$ cat src/rtl/note_sequencer.sv
// note_sequencer: plays a stored 16-step melody as a one-hot note-select bus
// (bit order matches the manual switches) and, while idle, forwards the
// highest-priority manual switch onto the same bus.
module note_sequencer #(
  parameter int unsigned TICK_DIV  = 6250000,
  parameter int unsigned GAP_TICKS = 1
) (
  input  logic       CLK,
  input  logic       RESET,
  input  logic       play,
  input  logic       stop,
  input  logic       loop,
  input  logic [7:0] sw,
  output logic [7:0] note_sel,
  output logic       busy,
  output logic       done,
  output logic [3:0] step
);

  localparam int unsigned CNT_W = (TICK_DIV > 32'd1) ? $clog2(TICK_DIV) : 1;
  localparam int unsigned GAP_W = (GAP_TICKS > 32'd1) ? $clog2(GAP_TICKS) : 1;
  localparam logic [CNT_W-1:0] CNT_LAST = CNT_W'(TICK_DIV - 32'd1);
  localparam logic [GAP_W-1:0] GAP_INIT =
    GAP_W'((GAP_TICKS > 32'd0) ? (GAP_TICKS - 32'd1) : 32'd0);

  typedef enum logic [2:0] {
    S_IDLE = 3'd0,
    S_LOAD = 3'd1,
    S_NOTE = 3'd2,
    S_GAP  = 3'd3,
    S_DONE = 3'd4
  } state_e;

  // Melody ROM: {code[7:4], dur[3:0]}; codes 9..15 mark the end of the song.
  function automatic logic [7:0] rom_entry(input logic [3:0] idx);
    logic [7:0] e;
    case (idx)
      4'd0:    e = 8'h11;
      4'd1:    e = 8'h11;
      4'd2:    e = 8'h51;
      4'd3:    e = 8'h51;
      4'd4:    e = 8'h61;
      4'd5:    e = 8'h61;
      4'd6:    e = 8'h53;
      4'd7:    e = 8'h41;
      4'd8:    e = 8'h41;
      4'd9:    e = 8'h31;
      4'd10:   e = 8'h31;
      4'd11:   e = 8'h21;
      4'd12:   e = 8'h21;
      4'd13:   e = 8'h13;
      default: e = 8'hF0;
    endcase
    return e;
  endfunction

  // Note code 1..8 (C4..C5) to switch-ordered one-hot; rest and markers give 0.
  function automatic logic [7:0] code_to_onehot(input logic [3:0] code);
    logic [7:0] oh;
    case (code)
      4'd1:    oh = 8'h80;
      4'd2:    oh = 8'h40;
      4'd3:    oh = 8'h20;
      4'd4:    oh = 8'h10;
      4'd5:    oh = 8'h08;
      4'd6:    oh = 8'h04;
      4'd7:    oh = 8'h02;
      4'd8:    oh = 8'h01;
      default: oh = 8'h00;
    endcase
    return oh;
  endfunction

  // Manual arbitration: the lowest note (sw[7]) wins.
  function automatic logic [7:0] sw_priority(input logic [7:0] s);
    logic [7:0] oh;
    casez (s)
      8'b1???_????: oh = 8'h80;
      8'b01??_????: oh = 8'h40;
      8'b001?_????: oh = 8'h20;
      8'b0001_????: oh = 8'h10;
      8'b0000_1???: oh = 8'h08;
      8'b0000_01??: oh = 8'h04;
      8'b0000_001?: oh = 8'h02;
      8'b0000_0001: oh = 8'h01;
      default:      oh = 8'h00;
    endcase
    return oh;
  endfunction

  state_e           state_q, state_d;
  logic [3:0]       step_q, step_d;
  logic [7:0]       note_q, note_d;
  logic             busy_q, busy_d;
  logic             done_q, done_d;
  logic [3:0]       dur_q, dur_d;
  logic [GAP_W-1:0] gap_q, gap_d;
  logic [CNT_W-1:0] cnt_q, cnt_d;

  logic             tick_s;
  logic [7:0]       rom_s;
  logic             timed_q_s;
  logic             timed_d_s;
  state_e           adv_state_s;
  logic [3:0]       adv_step_s;

  assign tick_s    = (cnt_q == CNT_LAST);
  assign rom_s     = rom_entry(step_q);
  assign timed_q_s = (state_q == S_NOTE) || (state_q == S_GAP);
  assign timed_d_s = (state_d == S_NOTE) || (state_d == S_GAP);

  // Where the song goes after the current step finishes.
  always_comb begin
    adv_state_s = S_LOAD;
    adv_step_s  = step_q + 4'd1;
    if (step_q == 4'd15) begin
      adv_step_s  = 4'd0;
      adv_state_s = loop ? S_LOAD : S_DONE;
    end else begin
      adv_step_s  = step_q + 4'd1;
      adv_state_s = S_LOAD;
    end
  end

  // Next-state and next-output logic for the sequencer.
  always_comb begin
    state_d = state_q;
    step_d  = step_q;
    note_d  = note_q;
    dur_d   = dur_q;
    gap_d   = gap_q;
    cnt_d   = {CNT_W{1'b0}};
    case (state_q)
      S_IDLE: begin
        note_d = sw_priority(sw);
        if (play && !stop) begin
          state_d = S_LOAD;
          step_d  = 4'd0;
          note_d  = 8'h00;
        end else begin
          state_d = S_IDLE;
        end
      end
      S_LOAD: begin
        note_d = 8'h00;
        if (stop) begin
          state_d = S_IDLE;
          step_d  = 4'd0;
        end else if (rom_s[7:4] >= 4'd9) begin
          // End marker: restart unless already at step 0 (empty song).
          if (loop && (step_q != 4'd0)) begin
            step_d  = 4'd0;
            state_d = S_LOAD;
          end else begin
            step_d  = 4'd0;
            state_d = S_DONE;
          end
        end else begin
          dur_d   = rom_s[3:0];
          note_d  = code_to_onehot(rom_s[7:4]);
          state_d = S_NOTE;
        end
      end
      S_NOTE: begin
        if (stop) begin
          state_d = S_IDLE;
          step_d  = 4'd0;
          note_d  = 8'h00;
        end else if (tick_s && (dur_q == 4'd0)) begin
          note_d = 8'h00;
          if (GAP_TICKS == 32'd0) begin
            state_d = adv_state_s;
            step_d  = adv_step_s;
          end else begin
            state_d = S_GAP;
            gap_d   = GAP_INIT;
          end
        end else if (tick_s) begin
          dur_d = dur_q - 4'd1;
        end else begin
          dur_d = dur_q;
        end
      end
      S_GAP: begin
        note_d = 8'h00;
        if (stop) begin
          state_d = S_IDLE;
          step_d  = 4'd0;
        end else if (tick_s && (gap_q == {GAP_W{1'b0}})) begin
          state_d = adv_state_s;
          step_d  = adv_step_s;
        end else if (tick_s) begin
          gap_d = gap_q - GAP_W'(1);
        end else begin
          gap_d = gap_q;
        end
      end
      S_DONE: begin
        state_d = S_IDLE;
        step_d  = 4'd0;
        note_d  = 8'h00;
      end
      default: begin
        state_d = S_IDLE;
        step_d  = 4'd0;
        note_d  = 8'h00;
      end
    endcase

    // Tempo counter only runs while a note or gap is being timed.
    if (timed_q_s && timed_d_s && !tick_s) begin
      cnt_d = cnt_q + CNT_W'(1);
    end else begin
      cnt_d = {CNT_W{1'b0}};
    end

    busy_d = (state_d == S_LOAD) || (state_d == S_NOTE) || (state_d == S_GAP);
    done_d = (state_d == S_DONE);
  end

  // State and registered outputs with synchronous reset.
  always_ff @(posedge CLK) begin
    if (RESET) begin
      state_q <= S_IDLE;
      step_q  <= 4'd0;
      note_q  <= 8'h00;
      busy_q  <= 1'b0;
      done_q  <= 1'b0;
      dur_q   <= 4'd0;
      gap_q   <= {GAP_W{1'b0}};
      cnt_q   <= {CNT_W{1'b0}};
    end else begin
      state_q <= state_d;
      step_q  <= step_d;
      note_q  <= note_d;
      busy_q  <= busy_d;
      done_q  <= done_d;
      dur_q   <= dur_d;
      gap_q   <= gap_d;
      cnt_q   <= cnt_d;
    end
  end

  assign note_sel = note_q;
  assign busy     = busy_q;
  assign done     = done_q;
  assign step     = step_q;

endmodule

$ cat config.mk
export PLATFORM = sky130hd
export DESIGN_NAME = note_sequencer
export DESIGN_NICKNAME = d
export VERILOG_FILES = /design/src/rtl/note_sequencer.sv
export SDC_FILE = /design/constraint.sdc
export NUM_CORES = 1
export LEC_CHECK = 0
export CORE_UTILIZATION = 35
export CTS_CLUSTER_DIAMETER = 60
export CTS_CLUSTER_SIZE = 24
export DETAILED_ROUTE_END_ITERATION = 16
export HOLD_SLACK_MARGIN = 0.1
export REMOVE_ABC_BUFFERS = 1
export SYNTH_ARGS = -nofsm -noshare
export SYNTH_HDL_FRONTEND = slang
export SYNTH_SLANG_ARGS = --single-unit
$ cat constraint.sdc
create_clock -name CLK -period 2.4 [get_ports CLK]
set_input_delay 0.48 -clock CLK [delete_from_list [all_inputs] [get_ports CLK]]
set_output_delay 0.48 -clock CLK [all_outputs]
set_load 0.03 [all_outputs]
==> summary.md, run 1 <==
| Metric | Value |
|---|---|
| Status | `finished with violations` |
| Failing checks | `setup timing` |
| Period utilisation layout | `1.09` |
| DR pass1 iterations | `5` |
| Area of the core | `6980 sq um` |
| Startpoint Class | `flip-flop` |
| Aggregate routed wire length | `6120 um` |
| # DRC | `0` |
| FILL cells | `658` |
| Clk slew on worst S/H paths | `90 ps` |
| Full die area | `7740 sq um` |
| Crit path max-delay family | `simple AND/OR/NAND/NOR gates` |
| RD Place Congestion | `0.853` |
| Total Routing Usage GR | `0.174` |
| Setup violators final | `4` |
| GRT Residual Overflow | `0` |
| Clock skew | `5.23 ps` |
| Max Cap Viol | `0` |
| Slowest cell on the critical path | `or4b_4` |
| Final setup margin | `-214 ps` |
| Clock power frac | `0.356` |
| Row cnt | `30` |
| Arr. time, crit path | `2810 ps` |
| CTS Root Cell | `clkbuf_8` |
| Post-route ant nets | `0` |
| Cell Area, Synth | `2590 sq um` |
| First-pass GRT wire length | `10600 um` |
| Max-Slew Margin vs Limit | `0.621` |
| Hold Crit Class | `flip-flop to flip-flop` |
| CTS Sinks | `51` |
| Number of global-route vias before repair | `2263` |
| CP cell instances | `ha_4 > and3_4 > nand3_4 > nor4_4 > buf_4 > or4b_4 > a211o_4 > and2_4 > o32a_1` |
| Number of flops mapped to enable cells by yosys | `0` |
| Setup slack at placement | `-580 ps` |
| Diode count | `0` |
| #FFs+latches synth | `51` |
| Share of layout cells above drive strength 1 | `0.285` |
| Pwr per Cell Area | `410 nW/um^2` |
| Largest net degree at the start of global routing | `24` |
| Setup slack, reg-to-reg | `-210 ps` |
| Cells after Synth | `304` |
| Yosys warnings | `0` |
| Hold WS | `461 ps` |
| Nets | `418` |
| Number of antenna violations at the first check in global routing | `0` |
| Setup repair after global routing missed its margin | `yes` |
| Final Instance Area | `3700 sq um` |
| Starting density of the core | `0.371` |
| Wirelength per Cell | `12.4 um` |
| Max-slew violation count | `0` |
| Data required, critical path | `2600 ps` |
| Yosys cell types | `54` |
| Die X | `88 um` |
| TritonCTS clock tree | `done` |
| Vias per cell | `4.90` |
| Combinational cell fraction of total power | `0.078` |
| Overall power | `0.00152 W` |
| Worst Max-Slew Pin Slew | `568 ps` |
| Max H-tree Level | `2` |
| Max Clk Rate | `0.383 GHz` |
| Hold_buf cts | `0` |
| WS Path Type | `flip-flop to flip-flop` |
| Crit-path max FO | `5` |
| Slowest cell delay on critical path | `450 ps` |
| Async set-reset flop share out of synthesis | `0` |
| Fin. Hold Viols | `0` |
| I/O Pins | `27` |
| TritonCTS Buffers | `5` |
| CTS Buffer Depth | `2` |
| Sw frac | `0.224` |
| Switching power total | `0.000339 W` |
| Post-DP HPWL | `4590 um` |
| Via count | `2416` |
| Placed inst area | `3410 sq um` |
| Peak supply drop | `0.207 mV` |
| DR iter-0 viols | `97` |
| Int Pwr | `0.00118 W` |
| Leakage | `1.42 nW` |
| Die height | `88 um` |
| Setup TNS Final | `-626 ps` |
| Critical Path Sink Type | `flip-flop` |
| Post-synthesis sequential area ratio | `0.394` |
| Area grow syn2layout | `42.9%` |
| Seq pwr share | `0.566` |
| Avg Cell Area, Syn | `8.52 sq um` |
| Clock latency at the later pin of the worst-skew pair | `310 ps` |
| IO Port Bufs | `26` |
| CP bufs+invs | `1` |
| Top_reg_cell synth | `dfxtp_1` |
| Final worst path period need | `2610 ps` |
## final cells by class
cell class / instances / area, sq um / area share
multi-input combinational: 230 / 1610 / 0.436
sequential: 51 / 1020 / 0.277
timing repair buffer: 96 / 796 / 0.215
tap: 96 / 120 / 0.0325
clock buffer: 8 / 100 / 0.0271
inverter: 12 / 47.5 / 0.0129
## worst paths after layout
path	start	depth (start not counted)	endpoint
max reg2reg	cnt_q[1]$_SDFF_PP0_	9	rom_s[4]$_DFF_P_
min reg2reg	note_sel[2]$_SDFFE_PP0P_	2	note_sel[2]$_SDFFE_PP0P_
min	note_sel[2]$_SDFFE_PP0P_	2	note_sel[2]$_SDFFE_PP0P_
max	cnt_q[1]$_SDFF_PP0_	9	rom_s[4]$_DFF_P_
## cell usage after synthesis (3+ instances only)
| library cell | instances | area share |
|---|---|---|
| nor2_1 | 52 | 0.075 |
| dfxtp_1 | 51 | 0.39 |
| nand2_1 | 19 | 0.028 |
| a21oi_1 | 14 | 0.027 |
| nand3_1 | 12 | 0.023 |
| xor2_1 | 12 | 0.041 |
| inv_1 | 11 | 0.016 |
| nor3_1 | 11 | 0.021 |
| xnor2_1 | 11 | 0.037 |
| and3_1 | 10 | 0.024 |
| ha_1 | 9 | 0.044 |
| nor4_1 | 9 | 0.022 |
| clkbuf_1 | 7 | 0.010 |
| nor2b_1 | 5 | 0.012 |
| a211oi_1 | 4 | 0.012 |
| nand2b_1 | 4 | 0.0097 |
| nand3b_1 | 4 | 0.012 |
| nand4_1 | 4 | 0.0097 |
| nor3b_1 | 4 | 0.012 |
| a221oi_1 | 3 | 0.010 |
| o21ai_0 | 3 | 0.0058 |
| or3_1 | 3 | 0.0073 |
## cells by family (layout without fill, tap and decap cells)
group,count (synthesis),in the layout,share of synthesized area
buf+inv,23,116,0.0362
simple gates,151,151,0.314
fa+ha+maj,9,9,0.0435
mux,3,3,0.0135
xor+xnor,23,23,0.0778
flops,51,51,0.394
compound gates,44,44,0.120
## cells in the final DEF, fill, tap and decap left out, types with 3 or more instances in the layout
cell type        count
nand3b_1             4
nand2b_1             4
clkbuf_8             7
dfxtp_2              3
ha_1                 7
nor2b_1              4
nand2_1             19
xor2_1              12
nand3_1             11
a211oi_1             4
dfxtp_1             48
nand4_1              4
nor3b_1              3
xnor2_1             10
inv_1               10
and3_1               9
a221oi_1             3
nor4_1               7
o21ai_0              3
nor2_1              50
buf_4               69
nor3_1              10
a21oi_1             13
clkdlybuf4s50_1     24
## registers in the layout, summed over array words and instances (netlist names)
register,count
busy,1
cnt_q,23
done,1
dur_q,4
gap_q,1
note_sel,8
rom_s,6
state_q,3
step,4
## power by group through the flow
stage	Clock (W)	Sequential [W]	Combinational (W)
after detailed placement	0	0.000877	0.000109
final	0.000540	0.000857	0.000118
after floorplan	0	0.000886	0.0000370
after global placement	0	0.000877	0.000109
after global routing	0.000600	0.000858	0.000129
after CTS	0.000556	0.000857	0.000115
## metal layers
metal / track usage / part of all wire / vias to the layer above / routed length, um
met5: 0 / 0 / - / 0
met4: 0.0581 / 0.015 / 0 / 90
met3: 0.0273 / 0.028 / 6 / 169
met2: 0.264 / 0.43 / 47 / 2620
met1: 0.249 / 0.53 / 1114 / 3240
li1: - / - / 1249 / -
## through the flow
| step | utilization | std cells |
|---|---|---|
| after floorplan | - | 293 |
| after global placement | 0.488 | 478 |
| after detailed placement | 0.488 | 478 |
| after CTS | 0.512 | 490 |
| after global routing | 0.530 | 493 |
| final | 0.530 | 493 |
## timing repair
item	4_1_cts	5_1_grt
pin swaps	9	9
resized for setup	12	22
setup buffers	4	3
setup endpoints to repair	4	16
## worst register-to-register path: cells and delay by family (launching register included)
kind                     cells  cell delay (ps)
flip-flops                   1              360
adder cells (fa/ha/maj)      1              130
AND/OR/NAND/NOR              5             1200
buffers and inverters        1              160
AO/OA/AOI/OAI                2              650
No activity file was read; power rests on OpenSTA's default activity.
==> run 2: changes to the inputs <==
Settings changed: REMOVE_ABC_BUFFERS 1 to not set, TNS_END_PERCENT set to 30.
==> run 2 against run 1 <==
Net effect:
- the run still ends with setup timing left
- global-route usage decreased by 0.065 points
- sequential share of layout area grew 0.12 points
- first-iteration DRC count grew 2.1%
- flip-flop and latch count unchanged
- clock power is 8.0% higher
- combinational power hardly changed
- design area fell by 0.44%
- clock-buffer cell count fell by 2
- wire length up 3.8%
- setup slack improved by 110 ps
- cell count is 2.0% lower
- critical endpoint unchanged
- largest power group unchanged
==> summary.md, run 2 (synthesis gave the netlist of run 1 again) <==
| Metric | Value |
|---|---|
| Status | `finished with violations` |
| Failing checks | `setup timing` |
| I/O Pins | `27 (unchanged)` |
| Critical Path Sink Type | `flip-flop` |
| First-pass GRT wire length | `10300 um (-2.2%)` |
| Arr. time, crit path | `2690 ps (-120 ps)` |
| Die X | `88 um (unchanged)` |
| RD Place Congestion | `0.783 (-8.2%)` |
| Placed inst area | `3380 sq um (-0.70%)` |
| Setup TNS Final | `-150 ps (+476 ps)` |
| Wirelength per Cell | `13.2 um (+5.9%)` |
| WS Path Type | `flip-flop to flip-flop` |
| Setup violators final | `3 (-1)` |
| Vias per cell | `4.87 (-0.55%)` |
| Max Clk Rate | `0.400 GHz (+4.5%)` |
| GRT Residual Overflow | `0 (unchanged)` |
| Diode count | `0 (unchanged)` |
| Post-DP HPWL | `4620 um (+0.56%)` |
| CTS Root Cell | `clkbuf_8` |
| Clock latency at the later pin of the worst-skew pair | `310 ps (about the same)` |
| Nets | `409 (-2.2%)` |
| Largest net degree at the start of global routing | `26 (+8.3%)` |
| CTS Buffer Depth | `2 (unchanged)` |
| Full die area | `7740 sq um (unchanged)` |
| Crit-path max FO | `5 (unchanged)` |
| Clock skew | `8.85 ps (+3.63 ps)` |
| Share of layout cells above drive strength 1 | `0.276 (-0.00815)` |
| Area of the multi-input gates | `1660 sq um (+2.9%)` |
| Clk slew on worst S/H paths | `90 ps (about the same)` |
| Cells after DPL | `472 (-1.3%)` |
| Top reg by flops | `cnt_q` |
| IO Port Bufs | `26 (unchanged)` |
| Number of antenna violations at the first check in global routing | `0 (unchanged)` |
| Peak supply drop | `0.307 mV (+48%)` |
| Fin. Hold Viols | `0 (unchanged)` |
| Data required, critical path | `2590 ps (about the same)` |
| TritonCTS clock tree | `done` |
| Final Instance Area | `3680 sq um (-0.44%)` |
| Setup repair after global routing missed its margin | `yes` |
| Number of global-route vias before repair | `2211 (-2.3%)` |
| Most frequent cells in the layout | `buf_4 (58), nor2_1 (51), dfxtp_1 (48), clkdlybuf4s50_1 (25), nand2_1 (19)` |
| Starting density of the core | `0.371 (unchanged)` |
| Hold Crit Class | `flip-flop to flip-flop` |
| Total Routing Usage GR | `0.173 (-0.000655)` |
| Worst Max-Slew Pin Slew | `483 ps (-85.2 ps)` |
| Area of the core | `6980 sq um (unchanged)` |
| Commonest non-fill, non-tap cell in the layout | `buf_4` |
| Fin cells | `483 (-2.0%)` |
| Aggregate routed wire length | `6350 um (+3.8%)` |
| DR pass1 iterations | `4 (-1)` |
| TritonCTS Buffers | `5 (unchanged)` |
| Leakage | `1.39 nW (-2.0%)` |
| Pwr per Cell Area | `423 nW/um^2 (+3.3%)` |
| Via count | `2354 (-2.6%)` |
| Area grow syn2layout | `42.3%` |
| Die height | `88 um (unchanged)` |
| Sequential cell area | `1020 sq um (unchanged)` |
| Startpoint Class | `flip-flop` |
| Row cnt | `30 (unchanged)` |
| Max-slew violation count | `0 (unchanged)` |
| Period utilisation layout | `1.04 (-0.0468)` |
| Max-Slew Margin vs Limit | `0.675 (+0.0546)` |
| DR iter-0 viols | `99 (+2.1%)` |
| Final setup margin | `-101 ps (+112 ps)` |
| Post-route ant nets | `0 (unchanged)` |
| Final worst path period need | `2500 ps (-112 ps)` |
| Post-Syn Nets | `326` |
| Max H-tree Level | `2 (unchanged)` |
| # DRC | `0 (unchanged)` |
| FILL cells | `675 (+2.6%)` |
| Max Cap Viol | `0 (unchanged)` |
| CTS Sinks | `51 (unchanged)` |
| Largest register FFs | `23 (unchanged)` |
## run 2: cell types whose count changed in the layout (fill, tap and decap cells not counted), sizes merged
| cell | before | now |
|---|---|---|
| dlymetal6s2s | 0 | 1 |
| buf | 70 | 61 |
| clkinv | 1 | 0 |
| inv | 11 | 12 |
| dlygate4sd2 | 2 | 0 |
| clkbuf | 8 | 6 |
| clkdlybuf4s50 | 24 | 25 |
| bufinv | 0 | 1 |
## run 2: power breakdown
group	switching, W	total (W)	leakage, nW	internal [W]
clock	0.000277	0.000583	0.0513	0.000306
combinational	0.0000583	0.000116	0.930	0.0000581
sequential	0.00000593	0.000858	0.413	0.000853
total	0.000341	0.00156	1.39	0.00122
## run 2: per-layer routing
| metal | up-vias | routed length [um] | track usage |
|---|---|---|---|
| met5 | - | 0 | 0 |
| met4 | 0 | 106 | 0.0522 |
| met3 | 10 | 179 | 0.0330 |
| met2 | 34 | 2840 | 0.260 |
| met1 | 1075 | 3220 | 0.250 |
| li1 | 1235 | - | - |
## run 2: cell type report
cell class / instances / area share
Multi-Input combinational cell: 230 / 0.450
Inverter: 12 / 0.0122
Timing Repair Buffer: 87 / 0.199
Clock buffer: 6 / 0.0197
Sequential cell: 51 / 0.278
Clock inverter: 1 / 0.00815
Tap cell: 96 / 0.0326
## run 2: repair_timing
item / in CTS / in global routing
hold buffers: 0 / 0
pin swaps: 5 / 5
endpoints found under the setup margin: 5 / 13
resized for setup: 5 / 29
setup buffers: 2 / 2
## run 2: final timing paths
check / cells past startpoint / slack (ps) / endpoint / startpoint
hold / removal: 2 / 470 / note_sel[2]$_SDFFE_PP0P_ / note_sel[2]$_SDFFE_PP0P_
setup / recovery: 9 / -100 / rom_s[4]$_DFF_P_ / cnt_q[15]$_SDFF_PP0_
setup reg to reg: 9 / -100 / rom_s[4]$_DFF_P_ / cnt_q[15]$_SDFF_PP0_
hold reg to reg: 2 / 470 / note_sel[2]$_SDFFE_PP0P_ / note_sel[2]$_SDFFE_PP0P_
## run 2: critical path, cell delays in order (launching register included)
cell     delay (ps)
dfxtp_2         350
nor4b_4         330
buf_4           160
nand4_1         120
buf_6           170
or3_4           380
a21o_4          240
ha_4            210
and2_4          150
o32a_1          280
## run 2: metrics by stage
step                      hold WS, ps  setup WS [ps]   util  power, W
final                             465           -101  0.528   0.00156
after global routing              475           -198  0.528   0.00162
after CTS                         471           -121  0.504   0.00157
after detailed placement          458           -533  0.484  0.000986
after global placement            445           -489  0.484  0.000986
after floorplan                   416           2.09      -  0.000930
==> run 3: changes to the inputs <==
==> constraint.sdc (replaced) <==
create_clock -name CLK -period 2.4 [get_ports CLK]
set_input_delay 0.36 -clock CLK [delete_from_list [all_inputs] [get_ports CLK]]
set_output_delay 0.36 -clock CLK [all_outputs]
set_load 0.03 [all_outputs]
==> run 3 against run 2 <==
Net effect:
- the run still ends with setup timing left
- sequential power about the same
- register-to-register slack better by 20 ps
- setup slack better by 19 ps
- core utilization down 1.3 points
- first-iteration DRC count up 1.0%
- cell count down 0.21%
- clock skew down 1.8 ps
- die area unchanged
- critical path type unchanged
- critical endpoint unchanged
- largest cell class unchanged
==> summary.md, run 3 (synthesis gave the netlist of run 1 again) <==
| Metric | Value |
|---|---|
| Setup violators final | `3 (unchanged)` |
| Hold_buf cts | `0 (unchanged)` |
| CTS Buffer Depth | `2 (unchanged)` |
| Final worst path period need | `2480 ps (-19.5 ps)` |
| Diode count | `0 (unchanged)` |
| Arr. time, crit path | `2670 ps (-20 ps)` |
| Max Cap Viol | `0 (unchanged)` |
| Clock latency at the later pin of the worst-skew pair | `300 ps (about the same)` |
| Nets | `407 (-0.49%)` |
| Die height | `88 um (unchanged)` |
| Pwr per Cell Area | `423 nW/um^2 (about the same)` |
| Vias per cell | `4.90 (+0.51%)` |
| Full die area | `7740 sq um (unchanged)` |
| Leakage | `1.36 nW (-2.2%)` |
| Starting density of the core | `0.371 (unchanged)` |
| Via count | `2361 (+0.30%)` |
| DR pass1 iterations | `4 (unchanged)` |
| Area of the multi-input gates | `1590 sq um (-4.3%)` |
| Top reg by flops | `cnt_q` |
| DR iter-0 viols | `100 (+1.0%)` |
| Max Clk Rate | `0.403 GHz (+0.79%)` |
| WP depth | `7 (-2)` |
| Hold Crit Class | `flip-flop to flip-flop` |
| Post-DP HPWL | `4650 um (+0.60%)` |
| # DRC | `0 (unchanged)` |
| Slowest cell on the critical path | `or4b_4` |
| Clock skew | `7.05 ps (-1.80 ps)` |
| Sequential cell area | `1030 sq um (+0.12%)` |
| Row cnt | `30 (unchanged)` |
| Crit-path max FO | `5 (unchanged)` |
| GRT Residual Overflow | `0 (unchanged)` |
| Final setup margin | `-81.8 ps (+19.5 ps)` |
| Area of the core | `6980 sq um (unchanged)` |
| Hold path depth | `2 (unchanged)` |
| WS Path Type | `flip-flop to flip-flop` |
| Cells on worst reg2reg path | `7 (-2)` |
| IO Port Bufs | `26 (unchanged)` |
| Placed inst area | `3370 sq um (-0.44%)` |
| TritonCTS Buffers | `5 (unchanged)` |
| Post-Syn Nets | `326 (unchanged)` |
| TritonCTS clock tree | `done` |
| CP cell instances | `nor3b_2 > nand3_4 > nor4_4 > or4b_4 > a211o_4 > and2_0 > o32a_1` |
| Fin util | `0.514 (-0.0134)` |
| Setup repair after global routing missed its margin | `yes` |
| Slowest cell delay on critical path | `500 ps (+120 ps)` |
| CP bufs+invs | `0 (-2)` |
| CTS Root Cell | `clkbuf_8` |
| Max H-tree Level | `2 (unchanged)` |
| First-pass GRT wire length | `10700 um (+3.5%)` |
| FILL cells | `676 (+0.15%)` |
| Number of antenna violations at the first check in global routing | `0 (unchanged)` |
| Aggregate routed wire length | `6260 um (-1.4%)` |
| Critical Path Sink Type | `flip-flop` |
| Startpoint Class | `flip-flop` |
| I/O Pins | `27 (unchanged)` |
| Crit path max-delay family | `simple AND/OR/NAND/NOR gates` |
| Share of layout cells above drive strength 1 | `0.259 (-0.0174)` |
| Post-route ant nets | `0 (unchanged)` |
| Max-slew violation count | `0 (unchanged)` |
| Final Instance Area | `3590 sq um (-2.5%)` |
| Largest net degree at the start of global routing | `26 (unchanged)` |
| Clk slew on worst S/H paths | `90 ps (about the same)` |
| Die X | `88 um (unchanged)` |
| Peak supply drop | `0.263 mV (-14%)` |
| Total Routing Usage GR | `0.177 (+0.00330)` |
| Failing checks | `setup timing` |
| Area grow syn2layout | `38.7%` |
| Largest register FFs | `23 (unchanged)` |
| Number of global-route vias before repair | `2286 (+3.4%)` |
| Status | `finished with violations` |
| Period utilisation layout | `1.03 (-0.00812)` |
| Most frequent cells in the layout | `buf_4 (58), nor2_1 (50), dfxtp_1 (47), clkdlybuf4s50_1 (26), nand2_1 (19)` |
| Wirelength per Cell | `13.0 um (-1.2%)` |
| Fin. Hold Viols | `0 (unchanged)` |
| RD Place Congestion | `0.785 (+0.29%)` |
| Data required, critical path | `2590 ps (about the same)` |
| CTS Sinks | `51 (unchanged)` |
| Max-Slew Margin vs Limit | `0.616 (-0.0594)` |
| Worst Max-Slew Pin Slew | `575 ps (+92.3 ps)` |
| Commonest non-fill, non-tap cell in the layout | `buf_4` |
==> run 3: changes by cell type in the layout (fill, tap and decap cells not counted), moves of 2 or more <==
cell	change
buf_6	-2
clkbuf_8	+2
ha_1	+2
inv_2	-2
nor4_1	+2
nor4_2	-2
==> run 3: worst min-delay path: stages (launching register included) <==
cell,delay [ps]
dfxtp_1,320
nand2_1,50
a21oi_1,50
==> run 3: final timing paths <==
path	startpoint	endpoint	slack (ps)
worst max-delay path	cnt_q[22]$_SDFF_PP0_	rom_s[4]$_DFF_P_	-80
worst min register to register	note_sel[2]$_SDFFE_PP0P_	note_sel[2]$_SDFFE_PP0P_	460
worst max register to register	cnt_q[22]$_SDFF_PP0_	rom_s[4]$_DFF_P_	-80
worst min-delay path	note_sel[2]$_SDFFE_PP0P_	note_sel[2]$_SDFFE_PP0P_	460
==> run 3: per-stage QoR <==
step / setup slack [ps] / hold slack (ps) / std cells / power, W / setup TNS [ps]
2_1_floorplan: 2.09 / 416 / 304 / 0.000930 / 0
3_3_place_gp: -368 / 446 / 470 / 0.000984 / -1420
3_5_place_dp: -442 / 450 / 470 / 0.000985 / -1680
4_1_cts: -110 / 466 / 480 / 0.00153 / -241
5_1_grt: -189 / 487 / 482 / 0.00159 / -771
6_report: -81.8 / 463 / 482 / 0.00152 / -135
==> run 3: area by class of cell <==
| type | count | share of cell area |
|---|---|---|
| multi-input cells | 230 | 0.442 |
| repair buffers | 85 | 0.197 |
| clock inverters | 1 | 0.00209 |
| flip-flops and latches | 51 | 0.286 |
| well taps | 96 | 0.0335 |
| clock buffers | 7 | 0.0268 |
| inverters | 12 | 0.0125 |
==> run 3: repair_timing <==
item                                    4_1_cts  5_1_grt
pin swaps                                     6        7
gates resized for setup                       4       16
endpoints found under the setup margin        4        9
setup buffers                                 2        2
cloned                                        0        0
==> run 3: power by group <==
part           switching [W]  internal (W)
clock network       0.000285      0.000263
registers         0.00000630      0.000853
logic              0.0000558     0.0000559
==> run 3: metal layers <==
layer | up-vias | GRT usage | wire length [um]
met1 | 1103 | 0.255 | 3180
met5 | - | 0 | 0
met3 | 5 | 0.0311 | 164
li1 | 1230 | - | -
met2 | 23 | 0.266 | 2860
met4 | 0 | 0.0537 | 64
